## config.mk

```make
export PLATFORM = sky130hd
export DESIGN_NAME = bin_act_packer
export DESIGN_NICKNAME = d
export VERILOG_FILES = /design/src/rtl/bin_act_packer.sv
export SDC_FILE = /design/constraint.sdc
export NUM_CORES = 1
export LEC_CHECK = 0
export BUFFER_PORTS_ARGS = -buffer_cell sky130_fd_sc_hd__buf_4
export CAP_MARGIN = 5
export CORE_UTILIZATION = 48
export DETAILED_ROUTE_END_ITERATION = 10
export PLACE_DENSITY = 0.77
export SYNTH_ARGS = -nofsm -noshare
export SYNTH_HDL_FRONTEND = slang
export SYNTH_SLANG_ARGS = --single-unit
```

## constraint.sdc

```tcl
create_clock -name clk -period 2.1 [get_ports clk]
set_clock_uncertainty 0.05 [all_clocks]
set_input_delay 0.42 -clock clk [delete_from_list [all_inputs] [get_ports clk]]
set_output_delay 0.42 -clock clk [all_outputs]
set_load 0.1 [all_outputs]
```

## src/rtl/bin_act_packer.sv

```systemverilog
`default_nettype none
// ============================================================================
// Module  : bin_act_packer
// Brief   : Thresholds signed activation beats to single bits and transposes
//           PARAM_CH_CNT beats into a double-banked [DIM][CH_CNT] binary frame.
// Revision: 1.0  initial release
// ============================================================================
module bin_act_packer #(
    parameter int PARAM_DIM    = 16,
    parameter int PARAM_CH_CNT = 8,
    parameter int PARAM_BIT    = 8,
    localparam int CH_W = (PARAM_CH_CNT > 1) ? $clog2(PARAM_CH_CNT) : 1
) (
    input  logic                                     clk,
    input  logic                                     rst_n,
    input  logic                                     in_valid_i,
    output logic                                     in_ready_o,
    input  logic [PARAM_DIM-1:0][PARAM_BIT-1:0]      value_i,
    input  logic [PARAM_DIM-1:0][PARAM_BIT-1:0]      thresh_i,
    output logic                                     out_valid_o,
    input  logic                                     out_ready_i,
    output logic [PARAM_DIM-1:0][PARAM_CH_CNT-1:0]   bi_result_o,
    output logic [CH_W-1:0]                          ch_idx_o
);

    localparam logic [0:0]      ST_FILLING = 1'b0;
    localparam logic [0:0]      ST_FULL    = 1'b1;
    localparam logic [CH_W-1:0] LAST_CH    = CH_W'(PARAM_CH_CNT - 1);

    logic [PARAM_DIM-1:0][PARAM_CH_CNT-1:0] bank_mem [2];
    logic [0:0]                             bank_state [2];
    logic                                   wr_bank;
    logic                                   rd_bank;
    logic [CH_W-1:0]                        ch_cnt;
    logic [1:0]                             full_cnt;

    logic [PARAM_DIM-1:0] bin_bits;
    logic                 accept;
    logic                 wr_en;
    logic                 frame_done;
    logic                 pop;

    // Equality maps to +1; the compare is done at full signed width.
    genvar d;
    generate
        for (d = 0; d < PARAM_DIM; d++) begin : g_bin
            assign bin_bits[d] = ($signed(value_i[d]) >= $signed(thresh_i[d]));
        end
    endgenerate

    assign accept     = in_valid_i && in_ready_o;
    assign wr_en      = accept && (bank_state[wr_bank] == ST_FILLING);
    assign frame_done = wr_en && (ch_cnt == LAST_CH);
    assign pop        = out_valid_o && out_ready_i;

    always_ff @(posedge clk) begin
        if (!rst_n) begin
            wr_bank  <= 1'b0;
            rd_bank  <= 1'b0;
            ch_cnt   <= '0;
            full_cnt <= 2'd0;
            for (int b = 0; b < 2; b++) begin
                bank_mem[b]   <= '0;
                bank_state[b] <= ST_FILLING;
            end
        end else begin
            if (wr_en) begin
                for (int i = 0; i < PARAM_DIM; i++) begin
                    bank_mem[wr_bank][i][ch_cnt] <= bin_bits[i];
                end
                if (frame_done) begin
                    ch_cnt              <= '0;
                    wr_bank             <= ~wr_bank;
                    bank_state[wr_bank] <= ST_FULL;
                end else begin
                    ch_cnt <= ch_cnt + CH_W'(1);
                end
            end

            // With one frame held, the write bank is always the other bank,
            // so a simultaneous complete and pop touch different entries.
            if (pop) begin
                rd_bank             <= ~rd_bank;
                bank_state[rd_bank] <= ST_FILLING;
            end

            case ({frame_done, pop})
                2'b10:   full_cnt <= full_cnt + 2'd1;
                2'b01:   full_cnt <= full_cnt - 2'd1;
                default: full_cnt <= full_cnt;
            endcase
        end
    end

    assign in_ready_o  = (full_cnt != 2'd2);
    assign out_valid_o = (full_cnt != 2'd0);
    assign bi_result_o = bank_mem[rd_bank];
    assign ch_idx_o    = ch_cnt;

endmodule
`default_nettype wire

```

==> impl_metrics.csv <==
group,metric,value,unit
synthesis,ys_seq_area_frac,0.548,
min_path,hold_path.class,"in -> reg",
synthesis,synth.avg_cell_area,12.0,um^2
synthesis,synth.most_common_cell,"nor2_1",
job,cap_violations,0,
global_routing,grt_max_degree,45,
setup_path,start_kind,"register",
power_and_ir_drop,internal_power,9.83,mW
min_path,hold_end,"bank_state[1]$_SDFF_PP0_",
clocking,htree_levels,1,
placed_design,dp_cells,1981,
routing,drtAntennaViolNets,0,
clocking,cts_buffer_depth,3,
timing,finalCriticalPeriod,2.33,ns
synthesis,synth_ff_type,"edfxtp_1",
power_and_ir_drop,p_switching,3.87,mW
die,die-area,30800,um^2
power_and_ir_drop,sequentialPowerShare,0.445,
timing,worstMarginPinSlew,0.459,ns
timing,min_period_over_period,1.11,
status,violations,"setup timing",
status,status,"finished with violations",
setup_path,cp_data_required_time,1.63,ns
placed_design,dp_hpwl,27.3,mm
synthesis,async_flop_share,0,
timing,max_slew_margin,0.686,
synthesis,synth_cell_type_count,44,
global_routing,grt_pass1_vias,10600,
synthesis,yosys.area.top_type,"edfxtp_1",
setup_path,cp_slowest_cell,"dfxtp_4",
setup_path,r2r_end,"bank_mem[1][47]$_SDFFCE_PN0P_",
timing,setup_ws,-0.228,ns
setup_path,r2r_slack,0.12,ns
clocking,hold_buffers,0,
placed_design,place_area,18300,um^2
power_and_ir_drop,p_sw_frac,0.283,
power_and_ir_drop,power.share.combinational,0.224,
die,coreArea,29600,um^2
cells_and_area,diodes,0,
setup_path,reg2reg_depth,6,
cells_and_area,fin_cells,2042,
power_and_ir_drop,leakagePower,9.27,nW
min_path,hold_path_startpoint,"rst_n",
cells_and_area,drive_above_1_share,0.404,
setup_path,crit_type,"reg -> out",
routing,vias,11000,
global_routing,gr-usage-met1,0.319,
die,die_h,175,um
power_and_ir_drop,p_per_area,671,nW/um^2
routing,drt-wirelength-per-cell,19.8,um
routing,drt_iter0_markers,842,
synthesis,yosysWarnings,0,
clocking,numCtsBuffers,27,
timing,setup_violations,128,
routing,drt_wl_total,40.3,mm
setup_path,critPathCaptureType,"output pin",
clocking,cts_tree,"built",
timing,rsz0062_at_grt,"true",
die,initial_core_util,0.487,
global_routing,grt_pass1_wl,57.2,mm
global_routing,grt-ovfl-total,0,
global_routing,use_met3,0.0359,
cells_and_area,final.fill_count,2097,
clocking,cts_root_buffer,"clkbuf_16",
synthesis,ys_top_cells_by_count,"nor2_1, edfxtp_1, inv_1",
cells_and_area,final_area,20400,um^2
power_and_ir_drop,power_frac_clock,0.331,
global_routing,grt_use_total,0.242,
synthesis,yosys_register_bits,267,
placed_design,portBuffers,392,
global_routing,antenna_found_initial,0,
synthesis,synth_edf_count,256,
global_routing,use_met2,0.423,
placed_design,routabilityCongestion,0.796,
routing,first_pass_iters,5,
timing,tns,-23.66,ns
setup_path,cpPeakStageDelay,0.40,ns
die,row_count,63,
clocking,clkTransAtPathRegs,0.06,ns
routing,drc_errors,0,
min_path,min_delay_path_depth,3,
cells_and_area,nNetsFinal,2023,
die,die_width,175,um
die,ios,393,
synthesis,synth_top_area_frac,0.533,
setup_path,crit_path_max_fanout,11,
synthesis,synth_nets,1594,
timing,final_max_slew_viol_count,0,
power_and_ir_drop,peakVddDrop,0.000545,V
cells_and_area,syn_to_final_growth,41.4,%
routing,routed_via_density,5.36,
global_routing,top_usage_layer,"met2",
placed_design,place_ws,-0.185,ns
timing,max_freq,430,MHz
clocking,clk_latency,0.53,ns
synthesis,synth_area_leaders,"edfxtp_1, ha_1, mux2_2",
setup_path,path_cells,"buf_12 > clkbuf_16 > mux2_2 > buf_6",
clocking,clock-sinks,267,
setup_path,critPathArrivalTime,1.86,ns
timing,hold_violations,0,
synthesis,netlist_area,14400,um^2
synthesis,netlist_instances,1203,
[per-stage QoR]
step                 util  power [mW]  hold WS, ns
global placement    0.619        8.99        0.417
CTS                 0.647        13.5        0.152
global route        0.689        14.1        0.154
floorplan               -        7.92        0.401
detailed placement  0.619        9.06        0.445
finish              0.689        13.7        0.153
[metal layers]
metal | vias up | part of all wire
met1 | 5341 | 0.40
met2 | 467 | 0.50
met5 | - | 0
met4 | 0 | 0.019
met3 | 50 | 0.080
li1 | 5095 | -
[critical path, delay by kind of cell, from the launching register on]
family | cells | cell delay [ns]
buffers and inverters | 3 | 0.56
multiplexers | 1 | 0.36
flip-flops | 1 | 0.40
[power by group through the flow]
stage               combinational (mW)  clock, mW  sequential, mW
finish                            3.07       4.54            6.10
global route                      3.24       4.77            6.11
CTS                               2.87       4.56            6.09
detailed placement                2.86          0            6.20
global placement                  2.80          0            6.19
floorplan                         1.72          0            6.20
[logic make-up after synthesis]
kind of cell / Yosys count / synth area share
xor gates and xnor gates: 4 / 0.00243
adders and majority gates: 131 / 0.114
and+or+nand+nor: 382 / 0.125
buffers and inverters: 202 / 0.0609
muxes: 130 / 0.101
AOI/OAI and AO/OA: 87 / 0.0492
DFF: 267 / 0.548
[state kept, by name, indices dropped and copies added, names as in the netlist, named ones only]
name and flops:
full_cnt 2, rd_bank 1, ch_idx_o 3, bank_mem 256
bank_state 2, wr_bank 1
[cell type report]
type	count	area (um^2)	area share
sequential	267	7920	0.388
multi-input combinational	734	5900	0.289
timing repair buffer	457	4740	0.232
clock buffer	33	698	0.0342
inverter	145	544	0.0267
tap	390	488	0.0239
clock inverter	16	124	0.00607
[worst max-delay path by stage]
| stage | startpoint | endpoint | cells past startpoint |
|---|---|---|---|
| floorplan | full_cnt[0]$_SDFFE_PN0P_ | bank_mem[0][0]$_SDFFCE_PN0P_ | 7 |
| global placement | value_i[64] | bank_mem[0][68]$_SDFFCE_PN0P_ | 8 |
| detailed placement | value_i[109] | bank_mem[1][104]$_SDFFCE_PN0P_ | 7 |
| CTS | register | bi_result_o[34] | 3 |
| global route | register | bi_result_o[40] | 4 |
| finish | register | bi_result_o[40] | 4 |
[layout by cell type, fill, tap and decap left out, types with 30 or more instances in the layout]
cell type | Yosys | routed
inv_1 | 145 | 145
buf_6 | 6 | 76
mux2_4 | 0 | 45
a2111oi_0 | 31 | 30
edfxtp_1 | 256 | 256
buf_12 | 0 | 51
ha_1 | 131 | 131
mux2_2 | 128 | 83
nor2_1 | 265 | 265
clkbuf_16 | 0 | 33
buf_4 | 7 | 292
[repair_timing]
action | CTS | global route
setup buffers | 0 | 3
resized for setup | 0 | 258
gates cloned | 0 | 9
setup endpoints to repair | 128 | 144
No activity file was read; power rests on OpenSTA's default activity.
